$ cat src/rtl/mips_pkg.sv
// mips_pkg: shared definitions for the MIPS front end.
//   - Opcode constants decoded by the control unit from op_code.
//   - NOP_INSTR bubble encoding and the default reset PC.
//   - Fetch FSM state type.
//   - j_target(): J-type jump target from the IF/ID PC+4 and instruction.
package mips_pkg;

    localparam logic [5:0] OP_RTYPE = 6'b000000;
    localparam logic [5:0] OP_J     = 6'b000010;
    localparam logic [5:0] OP_BEQ   = 6'b000100;
    localparam logic [5:0] OP_ADDI  = 6'b001000;
    localparam logic [5:0] OP_LW    = 6'b100011;
    localparam logic [5:0] OP_SW    = 6'b101011;

    localparam logic [31:0] NOP_INSTR        = 32'h0000_0000; // sll $0,$0,0
    localparam logic [31:0] DEFAULT_RESET_PC = 32'h0000_0000;

    typedef enum logic [1:0] {
        IDLE  = 2'd0,
        FETCH = 2'd1,
        HOLD  = 2'd2
    } fetch_state_t;

    // {pc4[31:28], instr[25:0], 2'b00}, written with masks so every
    // argument bit is consumed.
    function automatic logic [31:0] j_target(input logic [31:0] pc4,
                                             input logic [31:0] instr);
        return (pc4 & 32'hF000_0000) | ((instr << 2) & 32'h0FFF_FFFC);
    endfunction

endpackage

$ cat src/rtl/next_pc_sel.sv
// next_pc_sel: combinational next-PC priority mux.
//   Priority: branch_taken > jump > sequential (pc + 4, wraps mod 2^32).
//   Jump only counts when IF/ID holds a real instruction and is not stalled;
//   a taken branch is always honoured.
// Ports:
//   pc, if_id_valid, if_id_instr, if_id_pc4 : current PC and IF/ID contents
//   stall, jump, branch_taken, branch_target : redirect controls
//   next_pc  : selected next PC (word aligned)
//   redirect : 1 when next_pc is a jump/branch target
module next_pc_sel
    import mips_pkg::*;
(
    input  logic [31:0] pc,
    input  logic        if_id_valid,
    input  logic [31:0] if_id_instr,
    input  logic [31:0] if_id_pc4,
    input  logic        stall,
    input  logic        jump,
    input  logic        branch_taken,
    input  logic [31:0] branch_target,
    output logic [31:0] next_pc,
    output logic        redirect
);

    logic jump_ok;
    assign jump_ok = jump & if_id_valid & ~stall;

    always_comb begin
        next_pc  = pc + 32'd4;
        redirect = 1'b0;
        if (branch_taken) begin
            next_pc  = branch_target & 32'hFFFF_FFFC;
            redirect = 1'b1;
        end else if (jump_ok) begin
            next_pc  = j_target(if_id_pc4, if_id_instr);
            redirect = 1'b1;
        end
    end

endmodule

$ cat src/rtl/instr_fetch_stage.sv
// instr_fetch_stage: MIPS IF stage. Owns the PC, runs the imem request
// handshake (one outstanding request max), loads IF/ID and applies stall,
// jump and branch redirects.
// Ports:
//   clk, rst_n            : clock, async active-low reset
//   imem_req/imem_addr    : fetch request, address held until imem_ready
//   imem_rdata/imem_ready : returned instruction / request completion
//   stall                 : hold IF/ID (returned data parks in the skid)
//   jump                  : IF/ID instruction is a J
//   branch_taken/target   : EX-stage BEQ resolution
//   if_id_valid/instr/pc4 : IF/ID pipeline register
//   op_code               : if_id_instr[31:26]
module instr_fetch_stage #(
    parameter logic [31:0] RESET_PC  = mips_pkg::DEFAULT_RESET_PC,
    parameter logic [31:0] NOP_INSTR = mips_pkg::NOP_INSTR
) (
    input  logic        clk,
    input  logic        rst_n,
    output logic        imem_req,
    output logic [31:0] imem_addr,
    input  logic [31:0] imem_rdata,
    input  logic        imem_ready,
    input  logic        stall,
    input  logic        jump,
    input  logic        branch_taken,
    input  logic [31:0] branch_target,
    output logic        if_id_valid,
    output logic [31:0] if_id_instr,
    output logic [31:0] if_id_pc4,
    output logic [5:0]  op_code
);
    import mips_pkg::*;

    fetch_state_t state;
    logic [31:0]  pc;
    logic [31:0]  skid_instr;
    logic [31:0]  skid_pc4;
    logic         redirect_pending;
    logic [31:0]  pend_target;
    logic [31:0]  next_pc;
    logic         redirect;

    next_pc_sel u_next_pc_sel (
        .pc            (pc),
        .if_id_valid   (if_id_valid),
        .if_id_instr   (if_id_instr),
        .if_id_pc4     (if_id_pc4),
        .stall         (stall),
        .jump          (jump),
        .branch_taken  (branch_taken),
        .branch_target (branch_target),
        .next_pc       (next_pc),
        .redirect      (redirect)
    );

    assign imem_addr = pc;
    assign op_code   = if_id_instr[31:26];

    always_ff @(posedge clk or negedge rst_n) begin
        if (!rst_n) begin
            state            <= IDLE;
            imem_req         <= 1'b0;
            pc               <= RESET_PC;
            if_id_valid      <= 1'b0;
            if_id_instr      <= NOP_INSTR;
            if_id_pc4        <= 32'd0;
            skid_instr       <= NOP_INSTR;
            skid_pc4         <= 32'd0;
            redirect_pending <= 1'b0;
            pend_target      <= RESET_PC;
        end else begin
            case (state)
                IDLE: begin
                    state    <= FETCH;
                    imem_req <= 1'b1;
                    if (redirect)
                        pc <= next_pc;
                end

                FETCH: begin
                    if (redirect) begin
                        if_id_valid <= 1'b0;
                        if_id_instr <= NOP_INSTR;
                        skid_instr  <= NOP_INSTR;
                        if (imem_ready) begin
                            // in-flight data is dropped, next request to target
                            pc               <= next_pc;
                            redirect_pending <= 1'b0;
                        end else begin
                            // address must stay put until the request completes
                            redirect_pending <= 1'b1;
                            pend_target      <= next_pc;
                        end
                    end else if (redirect_pending) begin
                        if (!stall) begin
                            if_id_valid <= 1'b0;
                            if_id_instr <= NOP_INSTR;
                        end
                        if (imem_ready) begin
                            pc               <= pend_target;
                            redirect_pending <= 1'b0;
                        end
                    end else if (imem_ready) begin
                        pc <= next_pc;
                        if (stall) begin
                            skid_instr <= imem_rdata;
                            skid_pc4   <= next_pc;
                            state      <= HOLD;
                            imem_req   <= 1'b0;
                        end else begin
                            if_id_valid <= 1'b1;
                            if_id_instr <= imem_rdata;
                            if_id_pc4   <= next_pc;
                        end
                    end else if (!stall) begin
                        // IF/ID consumed with nothing to replace it: bubble
                        if_id_valid <= 1'b0;
                        if_id_instr <= NOP_INSTR;
                    end
                end

                HOLD: begin
                    if (redirect) begin
                        if_id_valid <= 1'b0;
                        if_id_instr <= NOP_INSTR;
                        skid_instr  <= NOP_INSTR;
                        pc          <= next_pc;
                        state       <= FETCH;
                        imem_req    <= 1'b1;
                    end else if (!stall) begin
                        if_id_valid <= 1'b1;
                        if_id_instr <= skid_instr;
                        if_id_pc4   <= skid_pc4;
                        skid_instr  <= NOP_INSTR;
                        state       <= FETCH;
                        imem_req    <= 1'b1;
                    end
                end

                default: begin
                    state    <= IDLE;
                    imem_req <= 1'b0;
                end
            endcase
        end
    end

endmodule

$ cat config.mk
export PLATFORM = sky130hd
export DESIGN_NAME = instr_fetch_stage
export DESIGN_NICKNAME = d
export VERILOG_FILES = /design/src/rtl/mips_pkg.sv /design/src/rtl/next_pc_sel.sv /design/src/rtl/instr_fetch_stage.sv
export SDC_FILE = /design/constraint.sdc
export NUM_CORES = 1
export LEC_CHECK = 0
export CAP_MARGIN = 10
export CORE_MARGIN = 8
export CORE_UTILIZATION = 36
export DETAILED_ROUTE_END_ITERATION = 10
export SLEW_MARGIN = 20
export SYNTH_ARGS = -nofsm -noshare
export SYNTH_HDL_FRONTEND = slang
export SYNTH_SLANG_ARGS = --single-unit
$ cat constraint.sdc
create_clock -name clk -period 2.25 [get_ports clk]
set_input_delay 0.675 -clock clk [delete_from_list [all_inputs] [get_ports clk]]
set_output_delay 0.675 -clock clk [all_outputs]
set_load 0.02 [all_outputs]
After elaboration in Yosys (flattened, before gate mapping)
Cells that the tools add are included.
Widths: inputs -> output; s select.
- reduce and logical (&&, ||, !) cells: 11
- muxes and demuxes: 56
- bitwise gates (word level): 7
- equality and inequality tests: 16
- add/sub/neg operators: 1
- operators by type and width (kind ; number):
    $mux 32 ; 26
    $pmux 32 s2 ; 4
    $add 32x3->32 const B ; 1
    $or 32x28->32 ; 1
    $mux 1 ; 17
    $reduce_and 5->1 ; 3
    $ne 2x2->1 const B ; 7
    $mux 2 ; 6
    $ne 3x3->1 const B ; 4
    $reduce_and 3->1 ; 3
    $reduce_and 7->1 ; 1
    $pmux 2 s3 ; 1
    $ne 5x5->1 const B ; 1
    $ne 4x4->1 const B ; 1
    $not 1->1 ; 4
    $reduce_bool 2->1 ; 2
    $pmux 1 s3 ; 1
    $and 1x1->1 ; 2
    $eq 2x1->1 const B ; 1
    $eq 2x2->1 const B ; 1
    $logic_not 2->1 ; 1
    $ne 2x1->1 const B ; 1
    $pmux 1 s2 ; 1
    $reduce_or 2->1 ; 1
- bits of input ports: 70
- bits in registers: 197
- output and inout bits: 104
- logic and storage cells: 101

Depth between registers and ports, before layout
- word-level depth: 9
- depth in mapped cells: 10
- mapped depth without buffers: 8

Hierarchy
Synthesis repeated with hierarchy kept, for this count alone.
- cells, all modules: 961
- area, all modules: 10811.6 µm²
- modules (own cells, without submodules) (module ; seq. area each (µm²) ; times used ; cells each ; area an instance (µm²)):
    instr_fetch_stage ; 4929.7 ; 1 ; 770 ; 9629.2
    next_pc_sel ; 0.0 ; 1 ; 191 ; 1182.4

Worst setup path before layout
No wires, ideal clock.
- path type: register to register
- start: reg, netlist name imem_req
- end: reg pc[25], in the netlist imem_addr[25]
- setup slack: -0.160 ns
- period minus slack after synthesis: 2.410 ns
- arrival time: 2.280 ns
- cell stages (with the launch flop): 11
- path buffers: 3
- required time: 2.119 ns
- setup time: 0.131 ns
- cell sequence: dfrtp_1 inv_1 ha_1 buf_2 or2_2 clkbuf_1 a21o_1 a21o_1 clkbuf_1 a311oi_1 a31oi_1
- RTL lines (item ; line ; text):
    end signal, assigned ; instr_fetch_stage.sv:77 ; pc <= next_pc;
    end signal, assigned ; instr_fetch_stage.sv:87 ; pc <= next_pc;
    end signal, assigned ; instr_fetch_stage.sv:100 ; pc <= pend_target;
    end, declared ; instr_fetch_stage.sv:35 ; logic [31:0] pc;

Final worst setup path
- start: reg pc[5], in the netlist imem_addr[5]
- end: out imem_addr[5]
- RTL lines (item ; line ; text):
    end, declared ; instr_fetch_stage.sv:20 ; output logic [31:0] imem_addr,
No word-level cell between the ends.

==> out/metrics.csv <==
stage,metric,value,unit
power,pwr/cell area,1340,nW/um^2
yosys,largest area contributor in the netlist,dfrtp_1,
yosys,most numerous cell in the Yosys netlist,nand2_1,
routing,Final ANT Viol Nets,0,
routing,DRT Pass-1 Iters,7,
sta,minimum clock period,2.22,ns
cts,CTS Root Cell,clkbuf_16,
yosys,library cells used by synthesis,63,
placement,DP HPWL,25000,um
worst_setup_path,CP peak stage delay,0.62,ns
sta,Min Hold Slack,0.177,ns
worst_setup_path,Reg2Reg Setup Slack,0.05,ns
cts,Worst-path clk slew,0.08,ns
die,starting density of the core,36.2,%
worst_setup_path,CP cell instances,"buf_4, clkdlybuf4s50_1",
placement,GP Congestion,0.884,
worst_setup_path,startpoint class of the critical path,flip-flop,
yosys,Syn. warnings,0,
layout,antenna cells,0,
layout,fill cell count,2635,
yosys,area fraction of the dominant cell type after synthesis,49.2,%
layout,final core area utilization,50.5,%
routing,Total Wirelength,34900,um
sta,period utilization,98.8,%
worst_setup_path,worst setup path startpoint,imem_addr[5],
worst_setup_path,crit path DAT,1.55,ns
sta,final setup vio count,0,
power,worst vdd ir,0.581,mV
routing,Via Count,9700,
yosys,Most used DFF post-synth,dfrtp_1,
sta,Final Hold Fails,0,
yosys,number of synthesized register bits,196,
cts,Clock Sinks,196,
die,Die Y,182,um
layout,layout net count,1505,
cts,CTS Hold Buffers Added,0,
sta,relative slew slack,65.8,%
worst_setup_path,R2R Path End,if_id_pc4[30],
worst_setup_path,beginning of the worst register-to-register path,imem_addr[2],
routing,Via-to-Cell Ratio,5.33,
routing,Iter 0 DRT Violations,881,
sta,Max Clock Skew,0.0125,ns
cts,CTS tree,done,
yosys,syn_nets,1261,
layout,layout cells sized above 1,17.0,%
yosys,sequential-to-total area share from yosys stat,49.2,%
die,DIE WIDTH,182,um
cts,worst skew pair latency,0.44,ns
yosys,synth top area cells,"dfrtp_1, nand2_1, o21ai_0, a21oi_1, clkbuf_1",
global_route,GR Overflow Total,0,
global_route,vias in the first global route,9382,
layout,fin cells,1821,
sta,Final TNS setup,0,ns
global_route,gr usage total,20.7,%
cts,clk buf depth,2,
layout,Area Growth Syn to Fin,39.6,%
routing,DRC viols,0,
yosys,Syn Std Cell Area,9970,um^2
global_route,antenna violations before repair,1,
hold_path,Hold Path Class,input pin to asynchronous set/reset pin,
yosys,Post-Syn Instances,1186,
die,FP Rows,61,
routing,wire length per cell,19.2,um
run,max_cap viols,0,
power,Final Power,18.7,mW
global_route,pin count of the biggest net entering global routing,49,
placement,Placed Cells,1780,
worst_setup_path,peak fanout along the critical path,4,
yosys,Mean Syn Cell Area,8.40,um^2
die,Core Area,27600,um^2
worst_setup_path,WS Path Type,flip-flop to output port,
die,I/O pins,174,
sta,fmax,450,MHz
power,Leak,6.18,nW
status,status,completed,
yosys,ys async rst share,100,%
worst_setup_path,worst reg-to-reg path cell count,7,
yosys,commonest cells in the netlist,"nand2_1, dfrtp_1, o21ai_0",
cts,H-tree levels,4,
yosys,"EDFF count, synth",0,
worst_setup_path,Crit path required time,1.57,ns
sta,Tightest Pin Transition,0.513,ns
sta,Max Transition Viols Final,0,
global_route,first-pass GRT wire length,54400,um
layout,storage element area,4910,um^2
layout,multi-input logic area,4770,um^2
worst_setup_path,Worst setup EP type,output port,
worst_setup_path,"Slowest-stage cell, CP",clkdlybuf4s50_1,
cts,CTS Buf Count,17,
placement,# port buffers,171,
die,Die ar.,33300,um^2
## registers in the layout, indices dropped and copies added (netlist names)
signal,cells
if_id_instr,32
if_id_pc4,32
imem_addr,32
pend_target,32
skid_instr,32
skid_pc4,32
if_id_valid,1
imem_req,1
redirect_pending,1
state,1
## report_power, final
group,internal [mW],switching [mW]
sequential,5.08,1.31
clock,1.50,1.57
combinational,4.11,5.13
## cell usage in the layout, fill, tap and decap left out, types with 17 or more instances in the layout
cell type,instances
dlymetal6s2s_1,17
nand3_1,44
o22ai_1,26
buf_12,18
buf_4,130
nor2_1,57
nand2_1,249
o21ai_0,153
clkdlybuf4s50_1,128
clkbuf_16,17
dfrtp_1,188
dlygate4sd2_1,24
a21oi_1,147
## metrics by stage
step | setup slack (ns) | area (um^2)
2_1_floorplan | -0.0319 | 9980
3_3_place_gp | -0.454 | 13100
3_5_place_dp | -0.533 | 13100
4_1_cts | 0.000137 | 13700
5_1_grt | -0.00860 | 13900
6_report | 0.0273 | 13900
## worst max path at each step
stage | depth (start not counted) | end
floorplan | 10 | imem_addr[25]
global placement | 9 | imem_addr[30]
detailed placement | 7 | imem_addr[31]
CTS | 7 | pend_target[24]
global route | 9 | imem_addr[21]
finish | 2 | imem_addr[5]
## final cells by class
cell class / count / share of cell area [%]
Sequential cell: 196 / 35.3
Multi-Input combinational cell: 876 / 34.3
Timing Repair Buffer: 322 / 22.2
Tap cell: 378 / 3.40
Clock buffer: 18 / 3.09
Clock inverter: 14 / 1.21
Inverter: 17 / 0.459
## what timing repair did
item / CTS / global route
setup endpoints to repair: 45 / 126
pin swaps: 2 / 6
setup buffers: 0 / 9
gates resized for setup: 35 / 45
gates cloned: 0 / 0
## routing by layer
metal  up-vias  GRT usage [%]  share of wire, %  wire length, um
li1       4643              -                 -                -
met1      4644           28.9                46            15900
met2       374           32.1                46            15900
met3        37           4.75               7.4             2570
met4         2           4.95               1.4              501
met5         -              0             0.034               12
## worst max-delay path, delay by kind of cell (launching register included)
family	cells	cell delay (ns)
buf+inv	2	0.76
flops	1	0.35
## cell families (layout without fill, tap and decap cells)
group | after synthesis | after routing | synth area share (%)
simple gates | 441 | 441 | 20.2
mux | 13 | 13 | 1.37
fa+ha+maj | 5 | 5 | 0.628
xor+xnor | 16 | 16 | 1.41
buf+inv | 114 | 371 | 4.76
flops | 196 | 196 | 49.2
compound gates | 401 | 401 | 22.5
No activity file was read; power rests on OpenSTA's default activity.
